### src/rtl/hpm_counter_bank_if.sv
// hpm_counter_bank_if: CSR access port of the HPM counter bank (address, write strobe/data, read data, access exception).
interface hpm_counter_bank_if #(
  parameter int XLEN = 64
) ();
  logic [11:0]     addr;
  logic            we;
  logic [XLEN-1:0] wdata;
  logic [XLEN-1:0] rdata;
  logic            access_exc;
  modport master (output addr, we, wdata, input rdata, access_exc);
  modport slave  (input addr, we, wdata, output rdata, access_exc);
endinterface

### src/rtl/hpm_counter_bank.sv
// hpm_counter_bank: mhpmcounter/mhpmevent bank with multi-bit per-cycle increments.
// Define HPM_OVF_IRQ_EN to add sticky overflow flags and the counter-overflow interrupt.
module hpm_counter_bank #(
  parameter int NUM_COUNTERS = 6,
  parameter int CNT_WIDTH    = 64,
  parameter int XLEN         = 64,
  parameter int NUM_EVENTS   = 32,
  parameter int NUM_PORTS    = 2,
  localparam int EVT_W = $clog2(NUM_EVENTS),
  localparam int INC_W = $clog2(NUM_PORTS + 1)
) (
  input  logic                               clk_i,
  input  logic                               rst_ni,
  input  logic                               debug_mode_i,
  input  logic [NUM_COUNTERS-1:0]            inhibit_i,
  input  logic [NUM_EVENTS-1:0][INC_W-1:0]   event_inc_i,
  hpm_counter_bank_if.slave                  csr,
  output logic                               ovf_irq_o
);
  // Every window base ends in 5'b00011, so addr-3 gives the index; low addresses wrap to 29..31 and miss.
  logic [4:0] idx;
  logic       in_rng, hit_cl, hit_ch, hit_ev, hit_ul, hit_uh;
  assign idx    = csr.addr[4:0] - 5'd3;
  assign in_rng = idx < 5'(NUM_COUNTERS);
  assign hit_cl = in_rng && csr.addr[11:5] == 7'h58;
  assign hit_ch = in_rng && csr.addr[11:5] == 7'h5C;
  assign hit_ev = in_rng && csr.addr[11:5] == 7'h19;
  assign hit_ul = in_rng && csr.addr[11:5] == 7'h60;
  assign hit_uh = in_rng && csr.addr[11:5] == 7'h64;
  logic [63:0]      cnt_q [32];
  logic [EVT_W-1:0] sel_q [32];
  logic [31:0]      of_q;
  logic [63:0]      wd64, rd_cnt;
  logic [XLEN-1:0]  rd_evt;
  assign wd64   = 64'(csr.wdata);
  assign rd_cnt = cnt_q[idx];
  assign rd_evt = XLEN'(sel_q[idx]) | (XLEN'(of_q[idx]) << (XLEN - 1));
  always_comb begin
    csr.rdata      = (hit_cl || hit_ul) ? XLEN'(rd_cnt) :
                     (XLEN == 32 && (hit_ch || hit_uh)) ? XLEN'(rd_cnt >> 32) :
                     hit_ev ? rd_evt : '0;
    csr.access_exc = (csr.we && (hit_ul || hit_uh)) || (XLEN == 64 && (hit_ch || hit_uh));
  end
  assign ovf_irq_o = |of_q;
  for (genvar k = 0; k < 32; k++) begin : g_cnt
    if (k < NUM_COUNTERS) begin : g_on
      logic [CNT_WIDTH-1:0] c_q, sum;
      logic [EVT_W-1:0]     s_q;
      logic [INC_W-1:0]     inc;
      logic [63:0]          c64;
      logic                 wr_c, wr_h, wr_e, en;
      assign c64  = 64'(c_q);
      assign wr_c = csr.we && hit_cl && idx == 5'(k);
      assign wr_h = csr.we && hit_ch && idx == 5'(k) && XLEN == 32;
      assign wr_e = csr.we && hit_ev && idx == 5'(k);
      assign inc  = (s_q != '0 && 32'(s_q) < NUM_EVENTS) ? event_inc_i[s_q] : '0;
      assign en   = !debug_mode_i && !inhibit_i[k] && !wr_c && !wr_h;
      always_ff @(posedge clk_i or negedge rst_ni) begin
        if (!rst_ni) begin
          c_q <= '0;
          s_q <= '0;
        end else begin
          if (wr_c) c_q <= CNT_WIDTH'(XLEN == 32 ? {c64[63:32], wd64[31:0]} : wd64);
          else if (wr_h) c_q <= CNT_WIDTH'({wd64[31:0], c64[31:0]});
          else if (en) c_q <= sum;
          if (wr_e) s_q <= csr.wdata[EVT_W-1:0];
        end
      end
`ifdef HPM_OVF_IRQ_EN
      logic cy, o_q;
      assign {cy, sum} = {1'b0, c_q} + (CNT_WIDTH + 1)'(inc);
      // A hardware wrap in the same cycle wins over a software clear.
      always_ff @(posedge clk_i or negedge rst_ni) begin
        if (!rst_ni) o_q <= 1'b0;
        else o_q <= (en && cy) || (wr_e ? csr.wdata[XLEN-1] : o_q);
      end
      assign of_q[k] = o_q;
`else
      assign sum     = c_q + CNT_WIDTH'(inc);
      assign of_q[k] = 1'b0;
`endif
      assign cnt_q[k] = c64;
      assign sel_q[k] = s_q;
    end else begin : g_off
      assign cnt_q[k] = '0;
      assign sel_q[k] = '0;
      assign of_q[k]  = 1'b0;
    end
  end
endmodule

### src/flat_wrapper.sv
// flat-port wrapper written by rule: the top's interface ports become plain ports
module hpm_counter_bank_flat 
#(
  parameter int NUM_COUNTERS = 6,
  parameter int CNT_WIDTH    = 64,
  parameter int XLEN         = 64,
  parameter int NUM_EVENTS   = 32,
  parameter int NUM_PORTS    = 2,
  localparam int EVT_W = $clog2(NUM_EVENTS),
  localparam int INC_W = $clog2(NUM_PORTS + 1)
)
  (clk_i, rst_ni, debug_mode_i, inhibit_i, event_inc_i, ovf_irq_o, csr_addr, csr_we, csr_wdata, csr_rdata, csr_access_exc);
  hpm_counter_bank_if #(.XLEN(XLEN)) csr_i ();
  input  logic clk_i;
  input  logic rst_ni;
  input  logic debug_mode_i;
  input  logic [NUM_COUNTERS-1:0] inhibit_i;
  input  logic [NUM_EVENTS-1:0][INC_W-1:0] event_inc_i;
  output logic ovf_irq_o;
  input wire logic [$bits(csr_i.addr)-1:0] csr_addr;
  input wire logic [$bits(csr_i.we)-1:0] csr_we;
  input wire logic [$bits(csr_i.wdata)-1:0] csr_wdata;
  output wire logic [$bits(csr_i.rdata)-1:0] csr_rdata;
  output wire logic [$bits(csr_i.access_exc)-1:0] csr_access_exc;
  assign csr_i.addr = csr_addr;
  assign csr_i.we = csr_we;
  assign csr_i.wdata = csr_wdata;
  assign csr_rdata = csr_i.rdata;
  assign csr_access_exc = csr_i.access_exc;
  hpm_counter_bank #(.NUM_COUNTERS(NUM_COUNTERS), .CNT_WIDTH(CNT_WIDTH), .XLEN(XLEN), .NUM_EVENTS(NUM_EVENTS), .NUM_PORTS(NUM_PORTS)) u_core (.clk_i(clk_i), .rst_ni(rst_ni), .debug_mode_i(debug_mode_i), .inhibit_i(inhibit_i), .event_inc_i(event_inc_i), .csr(csr_i), .ovf_irq_o(ovf_irq_o));
endmodule
### config.mk
export PLATFORM = sky130hd
export DESIGN_NAME = hpm_counter_bank_flat
export DESIGN_NICKNAME = d
export VERILOG_FILES = /design/src/rtl/hpm_counter_bank_if.sv /design/src/rtl/hpm_counter_bank.sv /design/src/flat_wrapper.sv
export SDC_FILE = /design/constraint.sdc
export NUM_CORES = 1
export LEC_CHECK = 0
export BUFFER_PORTS_ARGS = -buffer_cell sky130_fd_sc_hd__buf_2
export CELL_PAD_IN_SITES_DETAIL_PLACEMENT = 1
export CELL_PAD_IN_SITES_GLOBAL_PLACEMENT = 2
export CORE_UTILIZATION = 39
export DETAILED_ROUTE_END_ITERATION = 12
export GPL_ROUTABILITY_DRIVEN = 0
export PLACE_DENSITY = 0.87
export SLEW_MARGIN = 10
export SYNTH_ARGS = -nofsm -noshare
export SYNTH_HDL_FRONTEND = slang
export SYNTH_SLANG_ARGS = --single-unit
export TNS_END_PERCENT = 50
### constraint.sdc
create_clock -name clk_i -period 5.54 [get_ports clk_i]
set_input_delay 0.831 -clock clk_i [delete_from_list [all_inputs] [get_ports clk_i]]
set_output_delay 0.831 -clock clk_i [all_outputs]
set_load 0.1 [all_outputs]
==> impl_metrics.prom, run 1 <==
# TYPE chip_impl_metric gauge
chip_impl_info{name="rr_endpoint",value="u_core.g_cnt[0].g_on.c64[21]"} 1
chip_impl_metric{name="number_of_synthesized_flops_with_an_enable_pin",unit=""} 0
chip_impl_info{name="final_cell_mix",value="503 x sky130_fd_sc_hd__nor2_1, 414 x sky130_fd_sc_hd__dfrtp_1, 380 x sky130_fd_sc_hd__a21oi_1, 209 x sky130_fd_sc_hd__xnor2_1, 209 x sky130_fd_sc_hd__buf_2"} 1
chip_impl_metric{name="gr-total-overflow",unit=""} 0
chip_impl_info{name="mostFrequentLayoutCell",value="sky130_fd_sc_hd__nor2_1"} 1
chip_impl_metric{name="cts_post_setup_buffers_inserted",unit=""} 0
chip_impl_metric{name="irDropWorstVdd",unit="mV"} 0.2174
chip_impl_metric{name="total_power",unit="mW"} 7.321
chip_impl_metric{name="swShare",unit=""} 0.2606
chip_impl_metric{name="total_internal_power",unit="mW"} 5.413
chip_impl_metric{name="netlist_area",unit="mm^2"} 0.02979
chip_impl_metric{name="drt_iter0_drc",unit=""} 2283
chip_impl_metric{name="mean_area_per_synthesized_cell",unit="um^2"} 9.395
chip_impl_info{name="worst_setup_path_start_kind",value="register"} 1
chip_impl_metric{name="pre_cts_slack",unit="ns"} 0.5759
chip_impl_metric{name="groute.usage.overall",unit=""} 0.3003
chip_impl_metric{name="async_reset_ff_frac",unit=""} 1.000
chip_impl_metric{name="skew",unit="ns"} 0.04446
chip_impl_metric{name="fillCellCount",unit=""} 8626
chip_impl_info{name="rsz_0062_raised_after_global_routing",value="no"} 1
chip_impl_metric{name="synthesis.instances",unit=""} 3171
chip_impl_metric{name="post_cts_resized",unit=""} 0
chip_impl_metric{name="synthToLayoutAreaGrowth",unit="%"} 13.51
chip_impl_metric{name="core",unit="mm^2"} 0.07507
chip_impl_metric{name="drive_gt1_frac",unit=""} 0.2188
chip_impl_metric{name="finish.net_count",unit=""} 3474
chip_impl_metric{name="clkPwrFrac",unit=""} 0.498
chip_impl_metric{name="yosysWarningCount",unit=""} 0
chip_impl_metric{name="power_switching",unit="mW"} 1.908
chip_impl_metric{name="slew_viol_final",unit=""} 0
chip_impl_metric{name="grt_pass1_wl",unit="um"} 177400
chip_impl_metric{name="final_period_minus_worst_setup_slack",unit="ns"} 5.005
chip_impl_info{name="outcome",value="completed"} 1
chip_impl_metric{name="p_comb_frac",unit=""} 0.079
chip_impl_metric{name="worst_skew_pair.late_latency",unit="ns"} 0.64
chip_impl_info{name="cts.root.buffer_cell",value="sky130_fd_sc_hd__clkbuf_16"} 1
chip_impl_metric{name="critPathMaxStageDelay",unit="ns"} 0.98
chip_impl_metric{name="power.density",unit="mW/mm^2"} 216.5
chip_impl_metric{name="seqPwrFrac",unit=""} 0.423
chip_impl_metric{name="max_slew_headroom_at_the_worst_pin",unit=""} 0.2031
chip_impl_metric{name="dr_total_vias",unit=""} 26700
chip_impl_info{name="path_cells",value="mux4_2, mux4_2, mux2i_1, inv_1, ha_1, a21oi_1, nor3_1, nand3_1, nor3_1, xnor2_1, a21oi_1"} 1
chip_impl_metric{name="io_buffers",unit=""} 212
chip_impl_metric{name="worstMarginPinSlew",unit="ns"} 1.184
chip_impl_metric{name="rows",unit=""} 100
chip_impl_metric{name="clk_transition_reported_paths",unit="ns"} 0.06
chip_impl_metric{name="r2r_slack",unit="ns"} 0.54
chip_impl_metric{name="postRouteAntennaNets",unit=""} 0
chip_impl_info{name="worstSetupStartpoint",value="u_core.g_cnt[0].g_on.s_q[1]"} 1
chip_impl_metric{name="cts_inserted_buffers",unit=""} 52
chip_impl_metric{name="initial_antenna_violation_count",unit=""} 2
chip_impl_metric{name="clock_sink_count",unit=""} 414
chip_impl_metric{name="worst-endpoint-arrival",unit="ns"} 5.49
chip_impl_metric{name="biggest_fanout_along_the_worst_timing_path",unit=""} 19
chip_impl_metric{name="grt_pass1_vias",unit=""} 27510
chip_impl_info{name="cts_tree",value="built"} 1
chip_impl_metric{name="layout_worst_path_cycle_share",unit=""} 0.9034
chip_impl_metric{name="io_pins",unit=""} 216
chip_impl_metric{name="hpwlAfterDp",unit="um"} 86200
chip_impl_metric{name="finalSetupViolCount",unit=""} 0
chip_impl_metric{name="cts_hold_repair.buffers",unit=""} 0
chip_impl_info{name="dominant_register_cell_in_the_synthesized_netlist",value="sky130_fd_sc_hd__dfrtp_1"} 1
chip_impl_metric{name="die_area",unit="mm^2"} 0.07750
chip_impl_metric{name="net_count_synth",unit=""} 3344
chip_impl_metric{name="rr_worst_depth",unit=""} 11
chip_impl_metric{name="lkg_pwr",unit="nW"} 13.61
chip_impl_metric{name="seq_area_frac_synth",unit=""} 0.3477
chip_impl_info{name="crit_path_end_kind",value="register"} 1
chip_impl_metric{name="floorplan.initialDensity",unit=""} 0.3968
chip_impl_metric{name="synth-seq-cells",unit=""} 414
chip_impl_metric{name="die_width",unit="um"} 278.4
chip_impl_metric{name="final.setup.worst_slack",unit="ns"} 0.5354
chip_impl_metric{name="drt-wirelength-per-cell",unit="um"} 26.91
chip_impl_metric{name="critPathRequiredTime",unit="ns"} 6.02
chip_impl_metric{name="yosys.cell_types.count",unit=""} 59
chip_impl_info{name="r2r-start",value="u_core.g_cnt[0].g_on.s_q[1]"} 1
chip_impl_metric{name="grt_max_degree",unit=""} 105
chip_impl_metric{name="drt-total-wl",unit="um"} 116100
chip_impl_info{name="timing.critical_path.slowest_stage_cell",value="sky130_fd_sc_hd__nor3_1"} 1
chip_impl_info{name="hold_path.class",value="in -> async"} 1
chip_impl_metric{name="max_cap_violations",unit=""} 0
chip_impl_metric{name="clock.fmax",unit="GHz"} 0.1998
chip_impl_metric{name="h-tree-depth",unit=""} 2
chip_impl_metric{name="clock_tree.buffer_depth",unit=""} 3
chip_impl_metric{name="die_h",unit="um"} 278.4
chip_impl_metric{name="drc",unit=""} 0
chip_impl_info{name="worst-setup-path-type",value="reg -> reg"} 1
chip_impl_metric{name="hold_violations_final",unit=""} 0
chip_impl_metric{name="avgViaCountPerCell",unit=""} 6.186
chip_impl_metric{name="firstDrtPassIters",unit=""} 5
## cell type report
type | instances | area (um^2) | area share
antenna | 2 | 5.005 | 0.0001480
clock buffer | 76 | 1493 | 0.04414
clock inverter | 22 | 302.8 | 0.008953
inverter | 64 | 240.2 | 0.007103
multi-input combinational | 2498 | 18570 | 0.5491
sequential | 414 | 10360 | 0.3063
tap | 969 | 1212 | 0.03585
timing repair buffer | 271 | 1635 | 0.04836
## worst max path at each step
stage / end / slack (ns) / cells past startpoint
6_report: u_core.g_cnt[0].g_on.c64[21] / 0.54 / 11
5_1_grt: u_core.g_cnt[0].g_on.c64[21] / 0.28 / 11
4_1_cts: u_core.g_cnt[1].g_on.c64[58] / 0.66 / 14
3_5_place_dp: u_core.g_cnt[0].g_on.c64[21] / 0.58 / 12
3_3_place_gp: u_core.g_cnt[0].g_on.c64[17] / 0.69 / 12
2_1_floorplan: csr_rdata[0] / -0.62 / 11
## metal layers
metal  up-vias  GRT usage  wire length, um
li1      11810          -                -
met1     13790     0.4037            49410
met2       879     0.4847            55080
met3       225    0.04642             7026
met4         0     0.1190             4608
met5         -          0                0
## power by group through the flow
stage	Clock, mW	Combinational (mW)	Sequential (mW)
2_1_floorplan	0	0.264	3.13
3_3_place_gp	0	0.561	3.15
3_5_place_dp	0	0.576	3.15
4_1_cts	3.71	0.579	3.10
5_1_grt	3.80	0.620	3.10
6_report	3.65	0.575	3.10
## worst max-delay path, delay by kind of cell, from the launching register on
kind | cells | cell delay (ns)
adder cells (fa/ha/maj) | 1 | 0.28
flip-flops | 1 | 0.97
AND/OR/NAND/NOR | 3 | 1.73
XOR/XNOR | 1 | 0.16
multiplexers | 3 | 1.33
AO/OA/AOI/OAI | 2 | 0.32
buffers and inverters | 1 | 0.09
## per-stage QoR
stage / cell area [um^2] / setup TNS [ns] / std cells / utilization / hold WS [ns]
after floorplan: 29860 / -12.18 / 3171 / - / 0.5354
after global routing: 33820 / 0 / 4316 / 0.4505 / 0.2366
final: 33820 / 0 / 4316 / 0.4505 / 0.1812
after global placement: 32020 / 0 / 4216 / 0.4265 / 0.4965
after detailed placement: 32020 / 0 / 4216 / 0.4265 / 0.5173
after CTS: 33810 / 0 / 4314 / 0.4504 / 0.2127
## cell usage after synthesis, drive strengths merged, types with 8 or more instances
library cell  number  area (um^2)
a21oi            385         1946
a22o              12        105.1
a22oi             69        518.0
and2              19        118.9
and3              69        431.7
and4              46        402.9
buf               75        365.3
clkbuf           120        450.4
dfrtp            414        10360
ha                17        212.7
inv               64        240.2
mux2             115         1295
mux2i             15        150.1
mux4             177         3986
nand2            132        495.5
nand3            172        870.8
nand4            108        675.7
nand4b             8        76.32
nor2             532         2002
nor3              88        490.5
nor4              71        596.8
o21ai             16        80.08
or3               18        117.6
xnor2            209         1831
xor2             163         1428
## cell families after synthesis
logic type	count (synthesis)	share of synthesized area
AOI/OAI and AO/OA	495	0.09244
xor gates and xnor gates	372	0.1094
adders and majority gates	23	0.01117
buffers and inverters	259	0.03545
DFF	414	0.3477
muxes	307	0.1823
other	1	0.0001259
and+or+nand+nor	1300	0.2214
## sequential cells by signal, indices dropped and copies added, names as in the netlist
name / flops
u_core.g_cnt.g_on.s_q: 30
u_core.g_cnt.g_on.c64: 384
Note: power is estimated with default switching activity, not from simulation.
==> run 2: changes to the inputs <==
CORE_UTILIZATION = 30   (was 39)
PLACE_DENSITY = 0.71   (was 0.87)
==> impl_metrics.prom, run 2 (synthesized netlist as in run 1, its figures left out) <==
# TYPE chip_impl_metric gauge
chip_impl_info{name="outcome",value="completed"} 1
chip_impl_info{name="path_cells",value="nor2b_1, a22o_1, mux4_2, mux2i_1, inv_1, ha_1, a21oi_1, nand4b_2, or4_4, or4_1, xor2_1, a21oi_1"} 1
chip_impl_metric{name="worst_hold_margin",unit="ns"} 0.1797
chip_impl_info{name="final_cell_mix",value="503 x sky130_fd_sc_hd__nor2_1, 414 x sky130_fd_sc_hd__dfrtp_1, 380 x sky130_fd_sc_hd__a21oi_1, 209 x sky130_fd_sc_hd__xnor2_1, 209 x sky130_fd_sc_hd__buf_2"} 1
chip_impl_metric{name="die_area",unit="mm^2"} 0.1006
chip_impl_info{name="crit_path_end_kind",value="register"} 1
chip_impl_metric{name="skew",unit="ns"} 0.02640
chip_impl_metric{name="grt_pass1_vias",unit=""} 26610
chip_impl_metric{name="h-tree-depth",unit=""} 2
chip_impl_metric{name="clock_tree.buffer_depth",unit=""} 3
chip_impl_metric{name="slew_viol_final",unit=""} 0
chip_impl_info{name="rsz_0062_raised_after_global_routing",value="no"} 1
chip_impl_metric{name="power.density",unit="mW/mm^2"} 210.5
chip_impl_metric{name="drt-total-wl",unit="um"} 121600
chip_impl_info{name="cts_tree",value="built"} 1
chip_impl_metric{name="gr-total-overflow",unit=""} 0
chip_impl_metric{name="seqPwrFrac",unit=""} 0.430
chip_impl_metric{name="clock.fmax",unit="GHz"} 0.2058
chip_impl_metric{name="worst_skew_pair.late_latency",unit="ns"} 0.63
chip_impl_metric{name="dr_total_vias",unit=""} 26210
chip_impl_metric{name="finalSetupViolCount",unit=""} 0
chip_impl_metric{name="hold_violations_final",unit=""} 0
chip_impl_info{name="cts.root.buffer_cell",value="sky130_fd_sc_hd__clkbuf_16"} 1
chip_impl_metric{name="floorplan.initialDensity",unit=""} 0.3027
chip_impl_metric{name="clk_transition_reported_paths",unit="ns"} 0.07
chip_impl_info{name="worst_setup_path_start_kind",value="register"} 1
chip_impl_metric{name="critPathRequiredTime",unit="ns"} 6.02
chip_impl_metric{name="layout_worst_path_cycle_share",unit=""} 0.8771
chip_impl_metric{name="groute.usage.overall",unit=""} 0.2430
chip_impl_info{name="kind_of_cell_with_the_highest_combined_delay_on_the_critical_path",value="simple AND/OR/NAND/NOR gates"} 1
chip_impl_metric{name="power_switching",unit="mW"} 1.898
chip_impl_metric{name="hpwlAfterDp",unit="um"} 91350
chip_impl_metric{name="drive_gt1_frac",unit=""} 0.2214
chip_impl_metric{name="die_width",unit="um"} 317.1
chip_impl_metric{name="max_cap_violations",unit=""} 0
chip_impl_metric{name="irDropWorstVdd",unit="mV"} 0.2117
chip_impl_metric{name="drt-wirelength-per-cell",unit="um"} 26.20
chip_impl_metric{name="avgViaCountPerCell",unit=""} 5.648
chip_impl_info{name="hold_path.class",value="in -> async"} 1
chip_impl_metric{name="die_h",unit="um"} 317.1
chip_impl_info{name="mostFrequentLayoutCell",value="sky130_fd_sc_hd__nor2_1"} 1
chip_impl_metric{name="drc",unit=""} 0
chip_impl_info{name="timing.critical_path.slowest_stage_cell",value="sky130_fd_sc_hd__dfrtp_1"} 1
chip_impl_metric{name="total_internal_power",unit="mW"} 5.300
chip_impl_metric{name="cts_hold_repair.buffers",unit=""} 0
chip_impl_metric{name="largest_register_ff_count",unit=""} 384
chip_impl_metric{name="cts_post_setup_buffers_inserted",unit=""} 0
chip_impl_metric{name="final.setup.worst_slack",unit="ns"} 0.6808
chip_impl_metric{name="firstDrtPassIters",unit=""} 7
chip_impl_metric{name="biggest_fanout_along_the_worst_timing_path",unit=""} 19
chip_impl_metric{name="final_period_minus_worst_setup_slack",unit="ns"} 4.859
chip_impl_info{name="critical_path.most_common_cell",value="sky130_fd_sc_hd__a21oi_1"} 1
chip_impl_metric{name="drt_iter0_drc",unit=""} 1965
chip_impl_metric{name="grt_pass1_wl",unit="um"} 182800
chip_impl_metric{name="io_pins",unit=""} 216
chip_impl_metric{name="post_cts_resized",unit=""} 0
chip_impl_metric{name="critPathMaxStageDelay",unit="ns"} 0.94
chip_impl_metric{name="grt_max_degree",unit=""} 92
chip_impl_metric{name="core",unit="mm^2"} 0.09842
chip_impl_metric{name="p_comb_frac",unit=""} 0.081
chip_impl_metric{name="worst-endpoint-arrival",unit="ns"} 5.34
chip_impl_metric{name="initial_antenna_violation_count",unit=""} 3
chip_impl_metric{name="synthToLayoutAreaGrowth",unit="%"} 14.80
chip_impl_metric{name="swShare",unit=""} 0.2637
chip_impl_metric{name="io_buffers",unit=""} 212
chip_impl_metric{name="max_slew_headroom_at_the_worst_pin",unit=""} 0.1877
chip_impl_metric{name="path_buf_inv",unit=""} 1
chip_impl_metric{name="lkg_pwr",unit="nW"} 13.63
chip_impl_info{name="worst-setup-path-type",value="reg -> reg"} 1
chip_impl_metric{name="cts_inserted_buffers",unit=""} 52
chip_impl_metric{name="clock_sink_count",unit=""} 414
chip_impl_metric{name="pre_cts_slack",unit="ns"} 0.6110
chip_impl_metric{name="rows",unit=""} 115
chip_impl_metric{name="finish.net_count",unit=""} 3484
chip_impl_metric{name="worstMarginPinSlew",unit="ns"} 1.207
chip_impl_metric{name="clkPwrFrac",unit=""} 0.490
chip_impl_metric{name="postRouteAntennaNets",unit=""} 0
-- run 2: changes by cell type in the layout (fill, tap and decap cells not counted) --
cell,change
sky130_fd_sc_hd__buf_4,+10
sky130_fd_sc_hd__bufinv_16,-2
sky130_fd_sc_hd__clkbuf_16,-1
sky130_fd_sc_hd__clkinvlp_4,-1
sky130_fd_sc_hd__clkinv_16,-1
sky130_fd_sc_hd__buf_6,-1
sky130_fd_sc_hd__clkbuf_1,-4
sky130_fd_sc_hd__clkbuf_8,+3
sky130_fd_sc_hd__diode_2,+1
sky130_fd_sc_hd__clkinv_2,+3
-- run 2: area by class of cell --
class / count / area, um^2
well taps: 1287 / 1610
clock buffers: 73 / 1480
inverters: 64 / 240.2
fillers: 11320 / 64220
clock inverters: 21 / 220.2
diodes: 3 / 7.507
multi-input cells: 2498 / 18570
repair buffers: 281 / 1713
flip-flops and latches: 414 / 10360
-- run 2: power by group through the flow --
stage	combinational (mW)	clock [mW]	sequential, mW
after floorplan	0.264	0	3.13
after global placement	0.577	0	3.15
after detailed placement	0.587	0	3.15
after CTS	0.589	3.60	3.09
after global routing	0.628	3.70	3.10
final	0.580	3.52	3.10
-- run 2: path summary, 6_finish.rpt --
kind                                                      to                         start  depth (start not counted)  slack, ns
worst max register to register  u_core.g_cnt[3].g_on.c64[37]   u_core.g_cnt[3].g_on.s_q[1]                         12       0.68
min in group clk_i              u_core.g_cnt[1].g_on.c64[49]                 csr_wdata[49]                          3       0.56
worst min register to register  u_core.g_cnt[5].g_on.c64[62]  u_core.g_cnt[5].g_on.c64[62]                          2       0.57
max in group asynchronous       u_core.g_cnt[2].g_on.c64[59]                        rst_ni                          2       4.11
worst min-delay path            u_core.g_cnt[1].g_on.c64[26]                        rst_ni                          1       0.18
worst max-delay path            u_core.g_cnt[3].g_on.c64[37]   u_core.g_cnt[3].g_on.s_q[1]                         12       0.68
-- run 2: worst reg2reg max path, stage by stage, from the launching register on --
cell,delay (ns)
sky130_fd_sc_hd__dfrtp_1,0.94
sky130_fd_sc_hd__nor2b_1,0.21
sky130_fd_sc_hd__a22o_1,0.29
sky130_fd_sc_hd__mux4_2,0.45
sky130_fd_sc_hd__mux2i_1,0.38
sky130_fd_sc_hd__inv_1,0.10
sky130_fd_sc_hd__ha_1,0.28
sky130_fd_sc_hd__a21oi_1,0.11
sky130_fd_sc_hd__nand4b_2,0.46
sky130_fd_sc_hd__or4_4,0.78
sky130_fd_sc_hd__or4_1,0.48
sky130_fd_sc_hd__xor2_1,0.15
sky130_fd_sc_hd__a21oi_1,0.08
-- run 2: per-layer routing --
layer / up-vias / global-route usage / wire length, um
met2: 669 / 0.3964 / 57510
met3: 154 / 0.02419 / 5027
met4: 0 / 0.06285 / 3111
met1: 13570 / 0.3436 / 55940
met5: - / 0 / 0
li1: 11820 / - / -
-- run 2: metrics by stage --
step / instances / TNS, ns / utilization / cell area (um^2) / total power, mW
6_report: 4641 / 0 / 0.3475 / 34200 / 7.199
5_1_grt: 4640 / 0 / 0.3475 / 34200 / 7.429
4_1_cts: 4638 / 0 / 0.3474 / 34190 / 7.283
3_5_place_dp: 4544 / 0 / 0.3302 / 32490 / 3.736
3_3_place_gp: 4544 / 0 / 0.3302 / 32490 / 3.726
2_1_floorplan: 3171 / -12.18 / - / 29860 / 3.399
